<file path="src/rtl/cim_array_sequencer.sv">
// Compute-in-memory array sequencer.
// Accepts one command at a time (NOP/WRITE/READ/MAC) and sequences the array
// control strobes for it. All outputs decode from registered state only.
//
// Ports:
//   clk, rst_n            clock, asynchronous active-low reset
//   cmd_valid, cmd_ready  command handshake (ready only while idle)
//   op_code               00 NOP, 01 WRITE, 10 READ, 11 MAC
//   addr                  {bank, row, col}, bank in the MSBs
//   data_in               write data or MAC operand
//   data_bank             array read-back data
//   mac_en, w_en          array MAC enable and write strobe
//   data_op               operand/write data to the array
//   bank_mux, col_mux     one-hot bank select, one-hot (or all-ones) column select
//   addr_row              row address (row counter during MAC)
//   rd_data, rd_valid     captured read data and its one-cycle valid pulse
//   done, busy            command-complete pulse, command in progress
module cim_array_sequencer #(
  parameter int NUM_BANKS = 16,
  parameter int ROWS      = 4,
  parameter int COLS      = 8,
  parameter int DATA_W    = 16,
  localparam int BW = $clog2(NUM_BANKS),
  localparam int RW = $clog2(ROWS),
  localparam int CW = $clog2(COLS),
  localparam int AW = BW + RW + CW
) (
  input  logic                 clk,
  input  logic                 rst_n,
  input  logic                 cmd_valid,
  output logic                 cmd_ready,
  input  logic [1:0]           op_code,
  input  logic [AW-1:0]        addr,
  input  logic [DATA_W-1:0]    data_in,
  input  logic [DATA_W-1:0]    data_bank,
  output logic                 mac_en,
  output logic [DATA_W-1:0]    data_op,
  output logic [NUM_BANKS-1:0] bank_mux,
  output logic [RW-1:0]        addr_row,
  output logic [COLS-1:0]      col_mux,
  output logic                 w_en,
  output logic [DATA_W-1:0]    rd_data,
  output logic                 rd_valid,
  output logic                 done,
  output logic                 busy
);

  typedef enum logic [2:0] {StIdle, StWr, StRd, StRdCap, StMac} state_e;

  state_e              state_q, state_d;
  logic [RW-1:0]       mac_cnt_q, mac_cnt_d;
  logic [BW-1:0]       bank_q;
  logic [RW-1:0]       row_q;
  logic [CW-1:0]       col_q;
  logic [DATA_W-1:0]   data_q;
  logic [DATA_W-1:0]   rd_data_q;
  logic                rd_valid_q;

  logic accept;
  logic mac_last;

  assign accept   = cmd_valid && (state_q == StIdle);
  assign mac_last = (mac_cnt_q == RW'(ROWS - 1));

  // Next-state logic.
  always_comb begin
    state_d   = state_q;
    mac_cnt_d = mac_cnt_q;
    unique case (state_q)
      StIdle: begin
        if (cmd_valid) begin
          unique case (op_code)
            2'b01:   state_d = StWr;
            2'b10:   state_d = StRd;
            2'b11:   state_d = StMac;
            default: state_d = StIdle;
          endcase
        end
      end
      StWr:    state_d = StIdle;
      StRd:    state_d = StRdCap;
      StRdCap: state_d = StIdle;
      StMac: begin
        if (mac_last) begin
          state_d   = StIdle;
          mac_cnt_d = '0;
        end else begin
          mac_cnt_d = mac_cnt_q + 1'b1;
        end
      end
      default: begin
        state_d   = StIdle;
        mac_cnt_d = '0;
      end
    endcase
  end

  always_ff @(posedge clk or negedge rst_n) begin
    if (!rst_n) begin
      state_q    <= StIdle;
      mac_cnt_q  <= '0;
      bank_q     <= '0;
      row_q      <= '0;
      col_q      <= '0;
      data_q     <= '0;
      rd_data_q  <= '0;
      rd_valid_q <= 1'b0;
    end else begin
      state_q    <= state_d;
      mac_cnt_q  <= mac_cnt_d;
      rd_valid_q <= (state_q == StRdCap);
      if (state_q == StRdCap) begin
        rd_data_q <= data_bank;
      end
      // NOPs leave the captured fields untouched.
      if (accept && (op_code != 2'b00)) begin
        bank_q <= addr[AW-1 -: BW];
        row_q  <= addr[CW +: RW];
        col_q  <= addr[CW-1:0];
        data_q <= data_in;
      end
    end
  end

  // Output decode from registered state.
  always_comb begin
    mac_en   = 1'b0;
    w_en     = 1'b0;
    data_op  = '0;
    bank_mux = '0;
    addr_row = '0;
    col_mux  = '0;
    done     = rd_valid_q;
    unique case (state_q)
      StWr: begin
        w_en     = 1'b1;
        bank_mux = NUM_BANKS'(1) << bank_q;
        addr_row = row_q;
        col_mux  = COLS'(1) << col_q;
        data_op  = data_q;
        done     = 1'b1;
      end
      // Address stays applied through the capture cycle so data_bank is stable.
      StRd, StRdCap: begin
        bank_mux = NUM_BANKS'(1) << bank_q;
        addr_row = row_q;
        col_mux  = COLS'(1) << col_q;
      end
      StMac: begin
        mac_en   = 1'b1;
        bank_mux = NUM_BANKS'(1) << bank_q;
        addr_row = mac_cnt_q;
        col_mux  = '1;
        data_op  = data_q;
        done     = mac_last;
      end
      default: ;
    endcase
  end

  assign cmd_ready = (state_q == StIdle);
  assign busy      = ~cmd_ready;
  assign rd_data   = rd_data_q;
  assign rd_valid  = rd_valid_q;

endmodule

</file>
<file path="config.mk">
export PLATFORM = sky130hd
export DESIGN_NAME = cim_array_sequencer
export DESIGN_NICKNAME = d
export VERILOG_FILES = /design/src/rtl/cim_array_sequencer.sv
export SDC_FILE = /design/constraint.sdc
export NUM_CORES = 1
export LEC_CHECK = 0
export CORE_MARGIN = 3
export CORE_UTILIZATION = 40
export CTS_BUF_LIST = sky130_fd_sc_hd__clkbuf_8 sky130_fd_sc_hd__clkbuf_16
export CTS_CLUSTER_DIAMETER = 40
export DETAILED_ROUTE_END_ITERATION = 16
export GPL_TIMING_DRIVEN = 1
export HOLD_SLACK_MARGIN = 0.03
export PLACE_DENSITY = 0.8
export SLEW_MARGIN = 20
export SYNTH_ARGS = -nofsm -noshare
export SYNTH_HDL_FRONTEND = slang
export SYNTH_SLANG_ARGS = --single-unit
</file>
<file path="constraint.sdc">
create_clock -name clk -period 2.2 [get_ports clk]
set_input_delay 0.33 -clock clk [delete_from_list [all_inputs] [get_ports clk]]
set_output_delay 0.33 -clock clk [all_outputs]
set_load 0.005 [all_outputs]
</file>
Yosys cells after proc, flatten, opt, wreduce, memory -nomap -nowiden
Cells that the tools add are included.
{"block": "word_totals", "ff_bits": 47, "latchBits": 0, "mem_bits_rw": 0, "mem_bits_ro": 0, "inputBits": 46, "memories": 0}
{"block": "op_classes", "addsub": 1, "n_mul": 0, "n_div": 0, "order_cmp": 0, "eq_ne": 10, "shifts": 2, "mux": 13, "bitwise_logic": 1, "n_reduce_logical": 9}
{"op": "16-bit two-way mux", "n": 2}
{"op": "3-bit one-hot mux with 3 select lines", "n": 2}
{"op": "8-bit one-hot mux with 2 select lines", "n": 1}
{"op": "1-bit by 4-bit << shifter with 16-bit output (first input constant)", "n": 1}
{"op": "2-bit one-hot mux with 2 select lines", "n": 2}
{"op": "4-bit OR reduction", "n": 2}
{"op": "1-bit by 3-bit << shifter with 8-bit output (first input constant)", "n": 1}
{"op": "2-bit == test (second input constant)", "n": 3}
{"op": "3-bit by 2-bit == test with 1-bit output (second input constant)", "n": 2}
{"op": "3-bit two-way mux", "n": 2}
{"op": "2-bit != test (second input constant)", "n": 2}
{"op": "3-bit by 1-bit == test with 1-bit output (second input constant)", "n": 1}
{"op": "3-bit == test (second input constant)", "n": 1}
{"op": "3-bit zero test", "n": 1}
{"op": "3-bit OR reduction", "n": 1}
{"op": "2-bit by 1-bit adder with 2-bit output (second input constant)", "n": 1}
{"op": "2-bit by 1-bit == test with 1-bit output (second input constant)", "n": 1}
{"op": "1-bit logical AND", "n": 2}
{"op": "1-bit two-way mux", "n": 2}
{"op": "2-bit two-way mux", "n": 1}
{"op": "1-bit one-hot mux with 2 select lines", "n": 1}
{"op": "2-bit AND reduction", "n": 1}
{"op": "2-bit nonzero test", "n": 1}
{"op": "2-bit OR reduction", "n": 1}
{"op": "1-bit NOT", "n": 1}

Logic depth before layout (Yosys ltp)
{"block": "depth", "depth_word": 4, "depth_mapped": 5}

Worst setup path before layout
No wires, ideal clock.
{"block": "synth_path", "path_kind": "reg2out", "start": "reg state_q[0]", "end": "out bank_mux[12]", "arrival_time_ps": 1306, "slack_ps": 564, "path_stages_with_launch": 6, "n_path_buf": 2, "cell_sequence": "dfrtp_1 > or3_1 > buf_2 > nand2_1 > buf_2 > nor3_1"}
{"block": "synth_via", "elab_chain_len": 3}
{"item": "from (decl)", "line_no": "50", "rtl": "state_e state_q, state_d;"}
{"item": "from (signal assigned)", "line_no": "100", "rtl": "state_q <= StIdle;"}
{"item": "from (signal assigned)", "line_no": "109", "rtl": "state_q <= state_d;"}
{"item": "3-bit by 2-bit == test with 1-bit output, or another cell as far along", "line_no": "134", "rtl": "unique case (state_q)"}
{"item": "4-bit OR reduction (no line) (*)"}
{"item": "16-bit two-way mux (*)"}
{"item": "to (decl)", "line_no": "38", "rtl": "output logic [NUM_BANKS-1:0] bank_mux,"}
Mark *: on every way between the ends. The rest lies on a longest branch, timed or not.

Final worst setup path
{"block": "layout_path", "start": "reg state_q[2]", "end": "out col_mux[4]"}
{"block": "layout_via", "elab_chain_len": 3}
{"item": "3-bit by 2-bit == test with 1-bit output or 3-bit by 1-bit == test with 1-bit output (tied branches)", "line_no": "134"}
{"item": "3-bit OR reduction (no line)"}
{"item": "8-bit one-hot mux with 2 select lines (*)", "line_no": "134"}
{"item": "to (decl)", "line_no": "40", "rtl": "output logic [COLS-1:0] col_mux,"}
Marked as above.

==> flow_results.org <==
** Synthesis
- Most instantiated cells after synthesis :: 47 x dfrtp_1, 27 x mux2_1, 16 x and2_1
- Multiplexer fraction of the synthesized cell area :: 21.2%
- Summed over all instances, the cell type with the most area after synthesis is dfrtp_1.
- The cell count after synthesis came out at 189.
- The synthesized netlist devotes 4.93% of its cell area to compound gates.
- After synthesis, the largest family of logic cells by area is multiplexers.
- Synthesis produced a netlist with a net count of 236.
- Among all flip-flop cells after synthesis, the most frequent one is dfrtp_1.
- Synth Area in Adders :: 0.560%
- Of all flip-flops after synthesis, the portion carrying an async set or reset was 100%.
- After synthesis, the cell types taking the most area are dfrtp_1 53%, mux2_1 14%, mux2_2 7.6%.
- For this run, the register share of the synthesized area comes to 52.6%.
- Most common cell in the synthesized netlist :: dfrtp_1
- The synthesized design contains 0 enable-type register cells.
- The number of different library cells used by synthesis comes to 29.
- The average instance in the mapped netlist occupies 11.8 um2.
- The synthesized design devotes to its leading area cell type 52.6% of total area.
- XOR/XNOR Fraction of Synth Area :: 0.392%
- After Yosys synthesis, and, or, nand and nor cells account for 16.6% of the synthesized area.
- Synth Register Bits :: 47
- The Yosys step of the flow raised 0 warnings.
- In this run the cell area of the synthesized design comes to 2230 um2.

** STA
- Setup repair after global routing missed its margin :: true
- Final setup viols :: 0
- For the finished layout, the period the worst path requires is 2.17 ns.
- Based on the critical path, the design can be clocked at up to 461 MHz.
- Dividing the final minimum period by the clock period gives 98.5%.
- For the pin with the worst max-slew slack, the measured transition is 0.456 ns.
- Final clock skew :: 0.00302 ns
- Final hold vios :: 0
- On the final layout, the worst hold slack is 0.477 ns.
- The final number of max-transition violations was 0.
- Post-route setup slack :: 0.0327 ns
- The worst pin sits at a relative slew slack of 69.6%.

** Die
- Measured along the x axis, the die boundary spans 80.7 um.
- Die Outline Area :: 6520 um2
- Pin placement for this block handled 110 I/O pins.
- Std cell rows :: 26
- Starting density of the core :: 42.4%
- Core region area :: 5270 um2
- Height of the die :: 80.7 um

** Run
- The tool flagged a number of max-cap violations equal to 0.

** Routing
- First-iteration detailed-routing DRC count :: 84
- In the routed layout, each cell is associated on average with a via count of 4.94.
- Dividing the detail-routed wire length by the instance count gives 14.6 um.
- Final wirelength :: 5790 um
- Router iterations before antenna repair :: 4
- Once detail routing completed, the nets flagged for antenna violations numbered 0.
- Routed vias :: 1950
- Post-route DRC violation count :: 0

** Min path
- The min-delay analysis places its worst path in the category flop to flop.

** Critical path
- Required time of the critical path :: 1.87 ns
- The worst register-to-register path has a depth of 4.
- CP Max Fanout :: 7
- Critical path class :: flop to primary output
- Cell at the slowest stage of the critical path :: clkdlybuf4s50_1
- Sort of element at the end of the critical path :: primary output
- Start point of the critical path :: state_q[2]
- Type of origin of the critical path :: flop
- The startpoint identified for the worst register-to-register timing path is state_q[2].
- Worst reg-to-reg setup slack :: 0.26 ns
- Data arrives at the worst endpoint at 1.84 ns.
- For this run, the slowest stage of the critical path takes 0.52 ns.
- Walking the worst path, the cells encountered are or3_4 > o21ai_2 > clkdlybuf4s50_1.
- Setup crit end :: col_mux[4]
- The worst register-to-register path ends at data_q[13].

** Placed design
- Number of buffers added on ports :: 109
- Routability-driven placement finished with a final weighted congestion of 0.772.
- Worst Setup Slack post-DPL :: 0.175 ns
- Once detailed placement completed, the half-perimeter wirelength came to 4140 um.
- Number of instances in the placed design :: 368

** CTS
- After clock tree synthesis, the clock-pin slew on the worst setup and hold paths is 0.08 ns.
- Clock latency on the worst-skew pair, taken at its later pin, is 0.29 ns.
- TritonCTS built the clock tree.
- Buffer cell driving the clock tree root :: clkbuf_8
- Inserted Clock Buffers :: 5
- The longest clock path from root to sink contains 2 buffers.
- Counting every sink on the clock net gives 47.
- In this run the number of H-tree levels came out at 2.

** Power and ir drop
- Overall Power :: 0.00524 W
- Worst ir drop on vdd :: 671 uV
- Power spread over the standard cell area amounts to 1380 nW/um2.
- In this run the static leakage power is 1.88 nW.

** Layout
- Final net count :: 371
- The filler cells instantiated in the layout total 421.
- The number of antenna diodes in the final layout is 0.
- The finished layout holds 395 standard cells, fillers aside.
- Layout cell share with drive strength beyond 1 :: 25.2%
- Utilization after layout :: 71.9%
- Relative to the synthesized area, the layout overhead comes to 69.6%.

** Global routing
- For this run the aggregate overflow at the end of global routing stands at 0.
- Maximum number of pins on one net before global-route repair :: 26
- Gr usage total :: 17.8%
- The via count of the first global-routing pass came to 1954.
- Initial antenna violation count :: 0
- Wire length of the first global-routing pass :: 9020 um

** Status
- Status :: completed
-- critical path: cells and delay by family (launching register included) --
family	cells	cell delay, ns
AO/OA/AOI/OAI	1	0.14
flip-flops	1	0.46
AND/OR/NAND/NOR	1	0.43
buffers and inverters	1	0.52
-- cell families after synthesis --
kind of cell	after synthesis
simple gates	63
flops	47
mux	42
compound gates	19
buf+inv	16
xor+xnor	1
fa+ha+maj	1
-- layer usage --
layer	vias up	wire length (um)	track usage, %
met3	7	491	5.10
met5	-	0	0
met2	70	2920	31.0
met1	937	2310	21.3
li1	936	-	-
met4	0	67	5.57
-- sequential cells by signal (all words and copies together) (netlist names) --
signal and count:
row_q 2, bank_q 4, state_q 3, mac_cnt_q 2
rd_valid 1, col_q 3, rd_data 16, data_q 16
-- where the power goes --
part / leakage [nW] / internal [W] / switching, W
Clock: 0.0612 / 0.000368 / 0.000279
Sequential: 0.552 / 0.00130 / 0.000303
Combinational: 1.27 / 0.00182 / 0.00116
-- layout by cell type (no fill, tap or decap), types with 3 or more instances in the layout --
cell type and instances:
nand2_1 5, nor4_2 5, o21ai_0 6, nand3_1 3, o21ai_1 3, nor3_1 12
mux2_1 27, dfrtp_2 5, buf_6 9, nand2b_1 7, dlymetal6s2s_1 14, mux2_2 15
clkbuf_8 6, clkdlybuf4s50_1 70, dlygate4sd2_1 16, dfrtp_1 42, inv_1 6, and2_1 15
clkbuf_2 6, buf_4 19
-- through the flow --
stage               TNS, ns  instance area, um2
finish                    0                3790
global route         -0.289                3790
CTS                   -1.07                3630
floorplan                 0                2230
detailed placement        0                3420
global placement          0                3420
-- final cells by class --
class	instances	area (um2)	area share, %
Clock buffer	6	82.6	2.18
Clock inverter	2	35.0	0.924
Inverter	6	22.5	0.594
Multi-Input combinational cell	126	1060	28.0
Sequential cell	47	1180	31.2
Tap cell	70	87.6	2.31
Timing Repair Buffer	138	1320	34.8
-- worst min path at each step --
stage               cells after the start  startpoint        end
detailed placement                      1       rst_n  bank_q[0]
global route                            1   data_q[6]  data_q[6]
global placement                        1       rst_n  bank_q[0]
floorplan                               0       rst_n  bank_q[0]
CTS                                     1   data_q[0]  data_q[0]
finish                                  1   data_q[9]  data_q[9]
-- repair_timing --
item	in CTS	in global routing
resized for setup	39	52
hold buffers	1	0
pin swaps	2	2
endpoints found under the hold margin	15	0
setup endpoints to repair	38	26
buffers inserted	6	10
gates cloned	1	1
No activity file was read; power rests on OpenSTA's default activity.
